--- config.mk ---
export PLATFORM = sky130hd
export DESIGN_NAME = approx_mac_accum
export DESIGN_NICKNAME = d
export VERILOG_FILES = /design/src/rtl/approx_mac_pkg.sv /design/src/rtl/approx_mac_add.sv /design/src/rtl/approx_mac_accum.sv
export SDC_FILE = /design/constraint.sdc
export NUM_CORES = 1
export LEC_CHECK = 0
export CAP_MARGIN = 40
export CORE_ASPECT_RATIO = 0.75
export CORE_MARGIN = 2
export CORE_UTILIZATION = 35
export DETAILED_ROUTE_END_ITERATION = 7
export HOLD_SLACK_MARGIN = 0.05
export SYNTH_ARGS = -nofsm -noshare
export SYNTH_HDL_FRONTEND = slang
export SYNTH_HIERARCHICAL = 1
export SYNTH_SLANG_ARGS = --single-unit
--- constraint.sdc ---
create_clock -name clk -period 2.7 [get_ports clk]
set_input_delay 0.54 -clock clk [delete_from_list [all_inputs] [get_ports clk]]
set_output_delay 0.54 -clock clk [all_outputs]
set_load 0.05 [all_outputs]
--- src/rtl/approx_mac_pkg.sv ---
// Shared widths, signed types and saturation limits for the approximate MAC accumulator.
// Latency: n/a (package only).
// Backpressure: n/a.
package approx_mac_pkg;

    localparam int PROD_W_DEF = 16;
    localparam int ACC_W_DEF  = 24;
    localparam int CNT_W_DEF  = 8;

    typedef logic signed [PROD_W_DEF-1:0] prod_t;
    typedef logic signed [ACC_W_DEF-1:0]  acc_t;

    // Saturation limits at the default accumulator width
    localparam acc_t ACC_MAX = {1'b0, {(ACC_W_DEF-1){1'b1}}};
    localparam acc_t ACC_MIN = {1'b1, {(ACC_W_DEF-1){1'b0}}};

    // Sign-extend a product to accumulator width
    function automatic acc_t sext(input prod_t p);
        return acc_t'(p);
    endfunction

endpackage

--- src/rtl/approx_mac_add.sv ---
// Signed ACC_W adder with two's-complement overflow detect; clamps when MAC_SAT_EN is defined.
// Latency: combinational.
// Backpressure: none (pure datapath); hold freezes the sum at a once a window has saturated.
module approx_mac_add
    import approx_mac_pkg::*;
#(
    parameter int ACC_W = ACC_W_DEF
) (
    input  logic signed [ACC_W-1:0] a,
    input  logic signed [ACC_W-1:0] b,
    input  logic                    hold,
    output logic signed [ACC_W-1:0] sum,
    output logic                    ovf
);

    logic signed [ACC_W-1:0] raw;

    assign raw = a + b;
    // Overflow: operands share a sign but the truncated result does not
    assign ovf = (a[ACC_W-1] == b[ACC_W-1]) && (raw[ACC_W-1] != a[ACC_W-1]);

`ifdef MAC_SAT_EN
    localparam logic signed [ACC_W-1:0] SAT_MAX = {1'b0, {(ACC_W-1){1'b1}}};
    localparam logic signed [ACC_W-1:0] SAT_MIN = {1'b1, {(ACC_W-1){1'b0}}};

    // Clamp toward the operand sign on overflow; stay pinned once the window has saturated
    always_comb begin
        sum = raw;
        if (hold) begin
            sum = a;
        end else if (ovf) begin
            sum = a[ACC_W-1] ? SAT_MIN : SAT_MAX;
        end
    end
`else
    logic unused_hold;
    assign unused_hold = hold;
    assign sum         = raw;
`endif

endmodule

--- src/rtl/approx_mac_accum.sv ---
// Accumulates one signed product per beat into a window sum closed by in_last (build option MAC_SAT_EN).
// Latency: result registered one edge after the last beat's s1 capture; 1 beat/cycle, no bubble between windows.
// Backpressure: a pending unaccepted result stalls s1/acc and drops in_ready; clr also drops in_ready.
module approx_mac_accum
    import approx_mac_pkg::*;
#(
    parameter int PROD_W = PROD_W_DEF,
    parameter int ACC_W  = ACC_W_DEF,
    parameter int CNT_W  = CNT_W_DEF
) (
    input  logic                     clk,
    input  logic                     rst_n,
    input  logic                     clr,
    input  logic                     in_valid,
    output logic                     in_ready,
    input  logic signed [PROD_W-1:0] in_prod,
    input  logic                     in_last,
    output logic                     out_valid,
    input  logic                     out_ready,
    output logic signed [ACC_W-1:0]  out_data,
    output logic [CNT_W-1:0]         out_cnt,
    output logic                     out_ovf
);

    if (ACC_W < PROD_W) begin : g_width_err
        $error("approx_mac_accum: ACC_W must be >= PROD_W");
    end

    logic                    rdy_en;
    logic                    adv;
    logic                    accept;
    logic                    step;
    logic                    s1_valid;
    logic                    s1_last;
    logic signed [PROD_W-1:0] s1_prod;
    logic signed [ACC_W-1:0] acc;
    logic signed [ACC_W-1:0] prod_ext;
    logic signed [ACC_W-1:0] sum;
    logic [CNT_W-1:0]        cnt;
    logic [CNT_W-1:0]        cnt_inc;
    logic                    ovf;
    logic                    add_ovf;
    logic                    ovf_inc;

    assign adv      = ~out_valid | out_ready;
    assign in_ready = adv & ~clr & rdy_en;
    assign accept   = in_valid & in_ready;
    assign step     = s1_valid & adv;
    assign prod_ext = ACC_W'(s1_prod);
    assign cnt_inc  = (&cnt) ? cnt : cnt + CNT_W'(1);
    assign ovf_inc  = ovf | add_ovf;

    approx_mac_add #(
        .ACC_W (ACC_W)
    ) u_add (
        .a    (acc),
        .b    (prod_ext),
        .hold (ovf),
        .sum  (sum),
        .ovf  (add_ovf)
    );

    // Keep in_ready low until the first edge after reset release
    always_ff @(posedge clk or negedge rst_n) begin
        if (!rst_n) begin
            rdy_en <= 1'b0;
        end else begin
            rdy_en <= 1'b1;
        end
    end

    // Stage 1: capture accepted beat; bubble when advancing without one
    always_ff @(posedge clk or negedge rst_n) begin
        if (!rst_n) begin
            s1_valid <= 1'b0;
            s1_last  <= 1'b0;
            s1_prod  <= '0;
        end else if (clr) begin
            s1_valid <= 1'b0;
        end else if (adv) begin
            s1_valid <= accept;
            if (accept) begin
                s1_last <= in_last;
                s1_prod <= in_prod;
            end
        end
    end

    // Stage 2: accumulate; a last beat restarts the window for the next beat
    always_ff @(posedge clk or negedge rst_n) begin
        if (!rst_n) begin
            acc <= '0;
            cnt <= '0;
            ovf <= 1'b0;
        end else if (clr || (step && s1_last)) begin
            acc <= '0;
            cnt <= '0;
            ovf <= 1'b0;
        end else if (step) begin
            acc <= sum;
            cnt <= cnt_inc;
            ovf <= ovf_inc;
        end
    end

    // Output register: load on a closing beat, drop on consumer accept, clr wins
    always_ff @(posedge clk or negedge rst_n) begin
        if (!rst_n) begin
            out_valid <= 1'b0;
            out_data  <= '0;
            out_cnt   <= '0;
            out_ovf   <= 1'b0;
        end else if (clr) begin
            out_valid <= 1'b0;
        end else if (step && s1_last) begin
            out_valid <= 1'b1;
            out_data  <= sum;
            out_cnt   <= cnt_inc;
            out_ovf   <= ovf_inc;
        end else if (out_ready) begin
            out_valid <= 1'b0;
        end
    end

endmodule

Word-level counts from Yosys, hierarchy flattened
Cells that the tools add are included.
{"block": "op_classes", "add_sub_neg": 2, "n_eq_ne": 2, "muxes": 12, "bitwise_logic": 8, "reduce_logical": 9}
{"operator": "2-to-1 mux 24 bit", "n": 2}
{"operator": "adder 24 x 16 -> 24 bit", "n": 1}
{"operator": "2-to-1 mux 8 bit", "n": 3}
{"operator": "adder 8 x 1 -> 8 bit (second input constant)", "n": 1}
{"operator": "AND reduction 8 bit", "n": 1}
{"operator": "2-to-1 mux 1 bit", "n": 7}
{"operator": "bitwise AND 1 bit", "n": 4}
{"operator": "nonzero test 2 bit", "n": 2}
{"operator": "AND reduction 3 bit", "n": 1}
{"operator": "nonzero test 3 bit", "n": 1}
{"operator": "logical AND 1 bit", "n": 2}
{"operator": "NOT 1 bit", "n": 2}
{"operator": "bitwise OR 1 bit", "n": 2}
{"operator": "AND reduction 2 bit", "n": 1}
{"operator": "== test 1 bit", "n": 1}
{"operator": "logical OR 1 bit", "n": 1}
{"operator": "!= test 1 bit", "n": 1}
{"block": "word_totals", "ff_bits": 86, "in_bits": 22}

Depth between registers and ports, before layout
Gate-level depths: netlist of the first run.
{"block": "depth", "word_depth": 7, "mapped_depth": 10, "depth_no_buf": 10}

Modules after synthesis
The synthesis of the first run kept the hierarchy.
{"mod": "approx_mac_accum", "n_inst": 1, "cells_each": 296, "area_per_inst_um2": 3452.1, "seq_area_each_um2": 2152.1}
{"mod": "approx_mac_add", "n_inst": 1, "cells_each": 170, "area_per_inst_um2": 1253.7, "seq_area_each_um2": 0.0}

Least setup slack after synthesis of the first run
No wires, ideal clock.
{"block": "synth_timing", "path_type": "reg2reg", "from": "register acc[0]", "to": "register acc[22]", "arrival_ns": 2.257, "required_ns": 2.579, "setup_slack_ns": 0.322, "path_stages_with_launch": 10, "path_buffers": 0, "synth_period_minus_slack_ns": 2.378, "cell_sequence": "dfrtp_1 ha_1 fa_1 a211oi_1 o21bai_1 a31o_2 a21oi_2 o311ai_2 xor2_1 a22o_1"}
{"block": "synth_via", "elab_chain_cells": 3}
{"element": "start, declared", "line": "approx_mac_accum.sv:36", "source": "logic signed [ACC_W-1:0] acc;"}
{"element": "start signal, assigned", "line": "approx_mac_accum.sv:100", "source": "acc <= sum;"}
{"element": "adder 24 x 16 -> 24 bit", "line": "approx_mac_add.sv:18", "source": "assign raw = a + b;"}
{"element": "net sum[22]", "line": "approx_mac_accum.sv:38", "source": "logic signed [ACC_W-1:0] sum;"}
{"element": "2-to-1 mux 24 bit", "line": "approx_mac_accum.sv:99", "source": "end else if (step) begin"}
{"element": "2-to-1 mux 24 bit", "line": "approx_mac_accum.sv:95", "source": "end else if (clr || (step && s1_last)) begin"}
The timed path passes the listed nets, and every way through them passes these cells. The select of a mux whose other input is x is not followed.
A chain may end at the register's enable or synchronous reset.

Final worst setup path of the first run
Ends and elaborated chain as after synthesis.

==> out/metrics.yaml, run 1 <==
crit_fanout: 4
diodes: 0
die_w_um: 137.9
synth_area_leaders: "dfrtp_1 (46%), nand2_1 (8.4%), ha_1 (6.4%)"
fin_ws_ns: 0.1747
firstDrtPassIters: 4
io_pins: 57
multi_input_comb_area_um2: 2436
finalSetupTns_ns: 0
p_leak_nw: 2.583
clock_sinks: 86
postCtsSetupBuffers: 0
cts_buffer_depth: 2
final_util: 0.4400
ys_ff_latch: 86
syn_avg_cell_area_um2: 10.10
root_buffer: "clkbuf_16"
post-route-min-period_ns: 2.525
stdcell_count: 695
yosysUniqueCellTypes: 64
rsz0062_at_grt: "false"
setup_viol: 0
area_growth_pct: 22.15
worstPathRequired_ns: 2.92
drive_gt1_frac: 0.1202
register_area_um2: 2153
first_global_vias: 3685
die-area_um2: 14400
cts.htree.levels: 3
fillers: 1261
powerDensity_nw_per_um2: 803.2
track_usage: 0.1694
cts-resized-gates: 0
start_util: 0.3602
grt_max_degree: 55
coreArea_um2: 13060
drc: 0
hp-class: "in -> async"
start_kind: "flop"
clock_latency_ns: 0.34
fmax_ghz: 0.3960
post-route-period-util: 0.9353
slew_headroom: 0.6541
ys_warn_count: 6
grt_overflow: 0
skew_ns: 0.008616
ys.flop_type: "dfrtp_1"
grt_pass1_wl_um: 19140
antenna_found_initial: 0
drt-initial-drc-count: 240
cts_hold_buf: 0
dp_hpwl_um: 8169
cp.arrival_ns: 2.75
yosys.area.top_type: "dfrtp_1"
std_cell_rows: 36
drv_cap: 0
syn_area_um2: 4706
cts_buffers: 9
vias: 3650
port_buffers: 56
final_antenna_net_count: 0
syn_nets: 513
criticalPathCategory: "reg -> reg"
final_nets: 566
synth_edf_count: 0
tightest_slew_ns: 0.5173
clkTransAtPathRegs_ns: 0.06
place_inst: 679
outcome: "finished, final reports clean"
post_drt_wl_per_cell_um: 16.61
ys_async_sr_fraction: 1.000
post-place-ws_ns: 0.04231
drt_wl_total_um: 11540
ys_seq_area_frac: 0.4573
dieHeight_um: 104.4
cts_tree: "yes"
finalMaxSlewViolations: 0
end_kind: "flop"
ir_drop_v: 0.0004495
hold_viol: 0
place.gp.congestion: 0.8262
postSynthCellCount: 466
synth_top_area_share: 0.4573
detail_route.vias_per_cell: 5.252
stage by stage:
| step | hold WS [ns] | total power [mW] | instance area, um2 |
|---|---|---|---|
| 3_5_place_dp | 0.4664 | 3.445 | 5430 |
| 4_1_cts | 0.1670 | 4.651 | 5718 |
| 6_report | 0.1539 | 4.617 | 5748 |
| 5_1_grt | 0.1789 | 4.845 | 5748 |
| 3_3_place_gp | 0.4574 | 3.431 | 5430 |
| 2_1_floorplan | 0.2444 | 2.867 | 4706 |
per-layer routing:
layer	track usage	wire [um]	part of all wire
met1	0.2677	6233	0.54
met2	0.2344	4715	0.41
met3	0.03704	500	0.043
met4	0.03426	93	0.0081
met5	0	0	0
path summary, 6_finish.rpt:
| path | to | depth (start not counted) | slack [ns] | start |
|---|---|---|---|---|
| hold / removal | out_data[0] | 1 | 0.15 | rst_n |
| setup reg to reg | acc[22] | 9 | 0.17 | acc[0] |
| setup / recovery | acc[22] | 9 | 0.17 | acc[0] |
| max in group asynchronous | out_data[13] | 2 | 1.90 | rst_n |
| hold reg to reg | out_cnt[6] | 2 | 0.48 | out_cnt[6] |
| min in group clk | out_cnt[6] | 2 | 0.48 | out_cnt[6] |
kinds of logic after synthesis:
family / Yosys count / synth area share
buffers and inverters: 25 / 0.03244
AOI/OAI and AO/OA: 123 / 0.1845
adders and majority gates: 25 / 0.06807
muxes: 18 / 0.04281
and+or+nand+nor: 162 / 0.1657
xor gates and xnor gates: 26 / 0.04839
other: 1 / 0.0007969
DFF: 86 / 0.4573
sequential cells by signal, summed over array words and instances, names as in the netlist:
| name | count |
|---|---|
| s1_last | 1 |
| out_valid | 1 |
| ovf | 1 |
| s1_valid | 1 |
| acc | 24 |
| out_ovf | 1 |
| cnt | 8 |
| out_cnt | 8 |
| out_data | 24 |
| rdy_en | 1 |
| s1_prod | 16 |
cells in the final DEF (no fill, tap or decap), drive strengths merged, types with 3 or more instances in the layout:
cell type	instances
a211oi	3
a21o	6
a21oi	35
a22o	26
a31oi	5
buf	8
clkbuf	13
clkdlybuf4s50	54
dfrtp	86
ha	24
inv	5
mux2	17
nand2	107
nand2b	4
nand3	7
nand4	8
nor2	13
nor3	5
o211ai	5
o21ai	27
o21bai	3
or2	4
or3	3
xnor2	16
xor2	10
layout make-up:
| type | count | share of cell area |
|---|---|---|
| Multi-Input combinational cell | 355 | 0.4238 |
| Sequential cell | 86 | 0.3746 |
| Timing Repair Buffer | 62 | 0.1110 |
| Clock buffer | 13 | 0.04702 |
| Tap cell | 171 | 0.03722 |
| Inverter | 5 | 0.003265 |
| Clock inverter | 3 | 0.003047 |
where the power goes:
part           internal [mW]  leakage (nW)  total (mW)  switching, mW
registers               1.52          1.12        1.69          0.166
clock network          0.696         0.142        1.19          0.491
logic                  0.602          1.32        1.74           1.14
total                   2.82          2.58        4.62           1.79
synthesized netlist by cell type, types with 6 or more instances:
master / count
a21o_1: 6
a21oi_1: 30
a22o_1: 26
buf_2: 10
dfrtp_1: 86
ha_1: 24
mux2_1: 9
mux2_2: 8
nand2_1: 105
nand3_1: 6
nand4_1: 8
nor2_1: 13
o21ai_0: 19
o21ai_1: 8
xnor2_1: 16
xor2_1: 10
critical path, cell delays in order, from the launching register on:
cell      delay (ns)
dfrtp_1         0.39
ha_1            0.25
fa_1            0.45
a211oi_2        0.23
o21bai_2        0.13
a31o_2          0.30
a21oi_4         0.19
o311ai_2        0.10
xor2_1          0.17
a22o_1          0.21
(Power assumes the default switching activity.)
==> run 2, diff against run 1 <==
- MAX_ROUTING_LAYER: not set -> met4
==> out/metrics.yaml, run 2 (synthesis gave the netlist of run 1 again) <==
outcome: "finished, final reports clean"
cpMaxStageDelayCell: "fa_1"
met2_usage: 0.2387  # +0.004243
end_kind: "flop"
r2r-start: "acc[0]"
reg.largest.list: "acc (24), out_data (24), s1_prod (16)"
grt_most_used_layer: "met1"
r2r_end: "acc[16]"
crit_fanout: 4  # unchanged
cts_tree: "yes"
root_buffer: "clkbuf_16"
setup_viol: 0  # unchanged
first_global_vias: 3667  # -0.49%
final_util: 0.4425  # +0.002491
clkTransAtPathRegs_ns: 0.06  # about the same
worstPathRequired_ns: 2.93  # about the same
max_stage_delay_ns: 0.44  # about the same
die_w_um: 137.9  # unchanged
clock_sinks: 86  # unchanged
skew_ns: 0.006068  # -0.002548 ns
slew_headroom: 0.6358  # -0.01825
drv_cap: 0  # unchanged
dp_hpwl_um: 8187  # +0.23%
post-place-ws_ns: 0.06314  # +0.02083 ns
detail_route.vias_per_cell: 5.165  # -1.7%
start_util: 0.3602  # unchanged
grt_use_met1: 0.2675  # about the same
tightest_slew_ns: 0.5463  # +0.02899 ns
final_antenna_net_count: 0  # unchanged
grt.met3_usage: 0.04142  # +0.004386
hold_viol: 0  # unchanged
cts_buffers: 9  # unchanged
track_usage: 0.1777  # +0.008312
final_cell_mix: "nand2_1 (105), dfrtp_1 (85), clkdlybuf4s50_1 (54), a21oi_1 (30), a22o_1 (26)"
place.gp.congestion: 0.8660  # +4.8%
postCtsSetupBuffers: 0  # unchanged
power_mw: 4.803  # +4.0%
fin_ws_ns: 0.1156  # -0.05903 ns
port_buffers: 56  # unchanged
start_kind: "flop"
io_pins: 57  # unchanged
ir_drop_v: 0.0005375  # +20%
grt_max_degree: 40  # -27%
cts-resized-gates: 0  # unchanged
grt_pass1_wl_um: 19350  # +1.1%
die-area_um2: 14400  # unchanged
drc: 0  # unchanged
path_cells: "ha_1 > fa_1 > a211oi_2 > o21bai_2 > a31o_2 > o2bb2ai_1 > a31oi_1 > xnor2_1 > a22o_1"
coreArea_um2: 13060  # unchanged
post-route-period-util: 0.9572  # +0.02186
firstDrtPassIters: 6  # +2
vias: 3605  # -1.2%
post-route-min-period_ns: 2.584  # +0.05903 ns
powerDensity_nw_per_um2: 830.8  # +3.4%
clock_latency_ns: 0.34  # about the same
cts_buffer_depth: 2  # unchanged
grt_overflow: 0  # unchanged
cp.arrival_ns: 2.81  # +0.06 ns
finalMaxSlewViolations: 0  # unchanged
std_cell_rows: 36  # unchanged
final_nets: 569  # +0.53%
p_leak_nw: 2.618  # +1.3%
fmax_ghz: 0.3869  # -2.3%
reg2reg_depth: 9  # unchanged
diodes: 0  # unchanged
post_drt_wl_per_cell_um: 16.73  # +0.76%
drive_gt1_frac: 0.1195  # -0.0006844
reg2reg_slack_ns: 0.12  # -0.06 ns
dieHeight_um: 104.4  # unchanged
drt_wl_total_um: 11680  # +1.2%
drt-initial-drc-count: 251  # +4.6%
antenna_found_initial: 0  # unchanged
layout_commonest_cell: "nand2_1"
criticalPathCategory: "reg -> reg"
cts.htree.levels: 3  # unchanged
hp-class: "in -> async"
cts_hold_buf: 0  # unchanged
area_growth_pct: 22.84
[run 2: cell type report]
class,instances,area [um2]
fillers,1262,7282
multi-input cells,355,2424
flip-flops and latches,86,2153
repair buffers,65,635.6
clock buffers,13,270.3
well taps,171,214.0
clock inverters,3,65.06
inverters,5,18.77
[run 2: per-layer routing]
metal | vias to the layer above | share of wire
li1 | 1771 | -
met1 | 1742 | 0.53
met2 | 80 | 0.41
met3 | 12 | 0.051
met4 | 0 | 0.011
met5 | - | 0
[run 2: through the flow]
stage	TNS [ns]	hold WS (ns)	cell area, um2	cells
after CTS	0	0.1916	5763	698
final	0	0.1657	5781	698
after global routing	-0.01692	0.2066	5781	698
after global placement	0	0.4565	5428	682
after floorplan	0	0.2444	4706	466
after detailed placement	0	0.4648	5428	682
[run 2: worst max path at each step]
stage / start / endpoint / slack (ns)
2_1_floorplan: acc[0] / acc[22] / 0.32
3_5_place_dp: acc[0] / acc[18] / 0.06
5_1_grt: acc[0] / out_data[16] / -0.02
6_report: acc[0] / acc[16] / 0.12
4_1_cts: acc[0] / acc[18] / 0.04
3_3_place_gp: acc[0] / acc[22] / 0.11
[run 2: where the power goes]
part | internal [mW] | switching, mW | leakage, nW
logic | 0.600 | 1.14 | 1.33
clock network | 0.885 | 0.493 | 0.166
registers | 1.52 | 0.161 | 1.12
total | 3.01 | 1.79 | 2.62
[run 2: worst max-delay path, delay by kind of cell, from the launching register on]
| family | cells | cell delay [ns] |
|---|---|---|
| compound gates | 6 | 1.26 |
| fa+ha+maj | 2 | 0.70 |
| flops | 1 | 0.39 |
| xor+xnor | 1 | 0.12 |
==> edit 1: new RTL, flow settings as in run 1 <==
The option `MAC_SAT_EN` is turned on by a define.
--- a/src/rtl/approx_mac_add.sv
+++ b/src/rtl/approx_mac_add.sv
@@ -2,4 +2,6 @@
 // Latency: combinational.
 // Backpressure: none (pure datapath); hold freezes the sum at a once a window has saturated.
+`define MAC_SAT_EN
+
 module approx_mac_add
     import approx_mac_pkg::*;
Behaviour: no difference found for any inputs over 4 cycles, from zero or initial values and one cycle with rst_n low; that may be too few to reach the edited logic, so the function may still have changed.
==> edit 1 against run 1 <==
The run now ends with negative setup slack left. Count of clock-buffer cells in the layout decreased by 1. Setup slack lost 0.39 ns. Cell count rose by 34%. Final area increased by 37%. Synthesized cell count grew 24%. Clock skew down 0.0016 ns. Total power increased by 18%. Routed wire length is 43% higher. First-iteration DRC count grew 60%. Die area is 13% higher. Sequential cell count did not move. Area after synthesis rose by 14%. Largest power group unchanged.
==> edit 1: results <==
{
  "diodes": 0,
  "max-vdd-ir-drop_mv": 0.4749,
  "yosys.area_share.xor_xnor_pct": 2.784,
  "dr_wl_met3_um": 730,
  "path_max_fanout": 6,
  "worst_slew_pin_slew_ns": 0.6652,
  "synth_warnings": 6,
  "grt.total_usage_pct": 21.12,
  "synthDistinctLibCells": 74,
  "grt_pass1_vias": 5173,
  "setup_tns_ns": -5.062,
  "finalClockSkew_ns": 0.007034,
  "violations": "negative setup slack",
  "r2r-end": "acc[14]",
  "clkTransAtPathRegs_ns": 0.07,
  "status": "finished with violations",
  "cts_root_buf": "clkbuf_16",
  "r2r-start": "s1_prod[15]",
  "drive_above_1_share_pct": 33.24,
  "cts-buffers-inserted": 9,
  "leakagePower_nw": 3.470,
  "num-fill-cells": 1320,
  "synth.area.top_cells": "dfrtp_1, nand2_1, ha_1",
  "met1Wirelength_um": 7764,
  "drt_iter0_drc": 384,
  "place_ws_ns": -0.3894,
  "grt_max_degree": 48,
  "clk_path_buf_depth": 2,
  "synth_compound_gate_area_share_pct": 23.21,
  "yosysSeqAreaShare_pct": 40.24,
  "fin_util_pct": 52.32,
  "synth_edf_count": 0,
  "drtPass1Iterations": 4,
  "num-nets-final": 770,
  "top_layer_used": "met4",
  "clkLatencyLatePin_ns": 0.35,
  "crit_arrival_ns": 3.16,
  "htreeDepth": 3,
  "wl_met2_um": 7496,
  "synthFlopType": "dfrtp_1",
  "reg2reg_depth": 13,
  "hp-class": "in2async",
  "switching_power_mw": 2.131,
  "synth.net_count": 623,
  "wl_um": 16450,
  "grt_pass1_wl_um": 27100,
  "setup_viol": 48,
  "antenna_found_initial": 0,
  "numPortBuffers": 56,
  "post_dp_cell_area_um2": 6740,
  "synth_fa_ha_area_share_pct": 5.990,
  "power.share.combinational_pct": 44.8,
  "synth.mux.area_fraction_pct": 4.141,
  "layout_setup_ws_ns": -0.2155,
  "reg_top3": "acc: 24 flops, out_data: 24 flops, s1_prod: 16 flops",
  "gp_congestion": 0.8807,
  "dpl.hpwl_um": 11170,
  "avgViaCountPerCell": 5.408,
  "synth_common_cells": "nand2_1, dfrtp_1, a21oi_1, o21ai_0, inv_1"
}
-- edit 1: cell count changes after synthesis, sizes merged, moves of 5 or more --
| cell | delta |
|---|---|
| o21ai | +9 |
| clkbuf | +7 |
| a21oi | +14 |
| inv | +22 |
| xnor2 | -7 |
| nor2 | +9 |
| a211oi | +13 |
| a2bb2oi | +5 |
-- edit 1: what timing repair did --
item | 4_1_cts | 5_1_grt
setup buffers | 11 | 4
endpoints found under the setup margin | 50 | 50
cloned | 3 | 0
pin swaps | 37 | 19
resized for setup | 72 | 56
-- edit 1: metrics by stage --
step / hold WS, ns / std cells
6_report: 0.1687 / 933
3_3_place_gp: 0.4617 / 899
2_1_floorplan: 0.2444 / 576
4_1_cts: 0.1906 / 929
5_1_grt: 0.2098 / 933
3_5_place_dp: 0.4623 / 899
-- edit 1: per-layer routing --
layer  up-vias  GRT usage (%)
li1       2373              -
met1      2490          28.95
met2       150          32.80
met3        33          4.156
met4         0          8.608
met5         -              0
-- edit 1: area by class of cell --
| type | count | share of cell area (%) |
|---|---|---|
| well taps | 205 | 3.251 |
| inverters | 27 | 1.285 |
| flip-flops and latches | 86 | 27.30 |
| multi-input cells | 434 | 44.50 |
| repair buffers | 165 | 19.71 |
| clock buffers | 12 | 3.251 |
| clock inverters | 4 | 0.6979 |
-- edit 1: cell families (layout without fill, tap and decap cells) --
group,count (synthesis),count (layout)
and+or+nand+nor,191,191
AOI/OAI and AO/OA,180,180
DFF,86,86
buffers and inverters,56,208
adders and majority gates,25,25
muxes,20,20
xor gates and xnor gates,17,17
other,1,1
-- edit 1: worst max-delay path by stage --
stage / from / end / slack (ns)
floorplan: s1_prod[15] / acc[19] / 0.008
global placement: s1_prod[15] / acc[2] / -0.30
detailed placement: s1_prod[15] / acc[14] / -0.39
CTS: s1_prod[15] / acc[8] / -0.17
global route: s1_prod[6] / acc[14] / -0.28
finish: s1_prod[15] / acc[14] / -0.22
-- edit 1: power by group through the flow --
stage	clock [mW]	combinational [mW]	sequential (mW)
after floorplan	0	0.737	2.28
after global placement	0	2.12	1.70
after detailed placement	0	2.13	1.72
after CTS	1.33	2.31	1.71
after global routing	1.37	2.61	1.74
final	1.30	2.45	1.71
-- edit 1: critical path, stage by stage (launching register included) --
cell      delay, ns
dfrtp_2        0.53
buf_6          0.18
buf_8          0.12
ha_4           0.20
a211o_1        0.35
nor4b_4        0.30
buf_6          0.16
buf_6          0.11
nor2_4         0.03
buf_6          0.12
a221oi_4       0.30
nor3_2         0.09
buf_4          0.14
a22o_1         0.16
==> edit 2: new RTL, config.mk and constraints of run 1 <==
Made on the original files. Make the reset (`rst_n`) synchronous in 4 clocked blocks.
--- a/src/rtl/approx_mac_accum.sv
+++ b/src/rtl/approx_mac_accum.sv
@@ -62,5 +62,5 @@
 
     // Keep in_ready low until the first edge after reset release
-    always_ff @(posedge clk or negedge rst_n) begin
+    always_ff @(posedge clk) begin
         if (!rst_n) begin
             rdy_en <= 1'b0;
@@ -71,5 +71,5 @@
 
     // Stage 1: capture accepted beat; bubble when advancing without one
-    always_ff @(posedge clk or negedge rst_n) begin
+    always_ff @(posedge clk) begin
         if (!rst_n) begin
             s1_valid <= 1'b0;
@@ -88,5 +88,5 @@
 
     // Stage 2: accumulate; a last beat restarts the window for the next beat
-    always_ff @(posedge clk or negedge rst_n) begin
+    always_ff @(posedge clk) begin
         if (!rst_n) begin
             acc <= '0;
@@ -105,5 +105,5 @@
 
     // Output register: load on a closing beat, drop on consumer accept, clr wins
-    always_ff @(posedge clk or negedge rst_n) begin
+    always_ff @(posedge clk) begin
         if (!rst_n) begin
             out_valid <= 1'b0;
Behaviour: differs if rst_n is asserted again (counterexample within 4 cycles, from zero or initial values and one cycle with rst_n low); with rst_n held inactive, the same outputs for 4 cycles.
==> edit 2 against run 1 <==
Setup slack gained 0.023 ns. Critical path depth grew 1. Area after synthesis shrank 1.4%. Highest routed layer unchanged. Count of clock-buffer cells in the layout shrank 2. Routed wire length grew 4.4%. Critical path type unchanged. Sequential cell count is the same. Final area shrank 1.6%. Worst hold slack gained 0.30 ns. First-iteration DRC count shrank 5.8%. Largest cell class unchanged.
Power is not compared: it rests on default switching activity, and its combinational part moved more than twofold at a synthesized area within 25%.
==> edit 2: results <==
{
  "buf_share_pct": 11.63,
  "cts_resized": 0,
  "drive_above_1_share_pct": 9.344,
  "slew_headroom_pct": 64.36,
  "clockBufferCount": 11,
  "status": "finished clean",
  "avgViaCountPerCell": 5.219,
  "crit_arrival_ns": 2.77,
  "dpl.hpwl_um": 8425,
  "grt_max_degree": 53,
  "yosysSeqAreaShare_pct": 37.09,
  "wl_um": 12050,
  "hp-class": "reg2reg",
  "wl_per_cell_um": 15.43,
  "seq_share_pct": 30.46,
  "post_dp_cell_area_um2": 5319,
  "max-vdd-ir-drop_mv": 0.2703,
  "period_needed_ns": 2.502,
  "synth.area.top_cells": "dfxtp_1, nand2_1, ha_1",
  "async_flop_share_pct": 0,
  "multi_input_area_share_pct": 48.13,
  "grt_pass1_vias": 3905,
  "grt.total_usage_pct": 17.32,
  "avgSynthCellArea_um2": 8.289,
  "finalClockSkew_ns": 0.007519,
  "multi_input_gates": 438,
  "gp_congestion": 0.9040,
  "num-nets-final": 652,
  "place_inst": 765,
  "drt_iter0_drc": 226,
  "grt_pass1_wl_um": 19580,
  "synth.net_count": 607,
  "synth_common_cells": "nand2_1, dfxtp_1, a21oi_1, a21boi_1, ha_1",
  "num-fill-cells": 1312,
  "clock_area_share_pct": 5.729
}
## edit 2: through the flow
step / setup slack [ns] / power [mW] / hold WS [ns]
6_report: 0.1979 / 2.777 / 0.4542
2_1_floorplan: 0.2904 / 1.403 / 0.4382
3_3_place_gp: 0.1486 / 1.462 / 0.4437
4_1_cts: 0.1080 / 2.814 / 0.4580
5_1_grt: 0.07751 / 2.877 / 0.4786
3_5_place_dp: 0.1262 / 1.463 / 0.4492
## edit 2: final timing paths
| check | to | slack, ns | from | cells after the start |
|---|---|---|---|---|
| worst max register to register | acc[22] | 0.20 | acc[0] | 10 |
| worst min register to register | out_data[17] | 0.45 | out_data[17] | 2 |
| worst max-delay path | acc[22] | 0.20 | acc[0] | 10 |
| worst min-delay path | out_data[17] | 0.45 | out_data[17] | 2 |
## edit 2: logic make-up (layout without fill, tap and decap cells)
| logic type | count (synthesis) | after routing | synth area share [%] |
|---|---|---|---|
| muxes | 3 | 3 | 0.6469 |
| and+or+nand+nor | 221 | 221 | 21.91 |
| DFF | 86 | 86 | 37.09 |
| buffers and inverters | 36 | 86 | 4.528 |
| AOI/OAI and AO/OA | 161 | 161 | 23.64 |
| xor gates and xnor gates | 28 | 28 | 5.283 |
| adders and majority gates | 25 | 25 | 6.900 |
## edit 2: routing by layer
layer | global-route usage, % | wire length [µm]
met1 | 24.72 | 5923
met2 | 26.05 | 5467
met3 | 3.426 | 498
met4 | 5.523 | 162
met5 | 0 | 0
## edit 2: critical path, stage by stage (launching register included)
cell,delay (ns)
dfxtp_1,0.32
ha_1,0.25
fa_1,0.45
a211oi_2,0.21
o21bai_1,0.15
a31o_2,0.32
a21oi_4,0.19
o311ai_2,0.12
xor2_1,0.21
nand2_1,0.07
a21oi_1,0.13
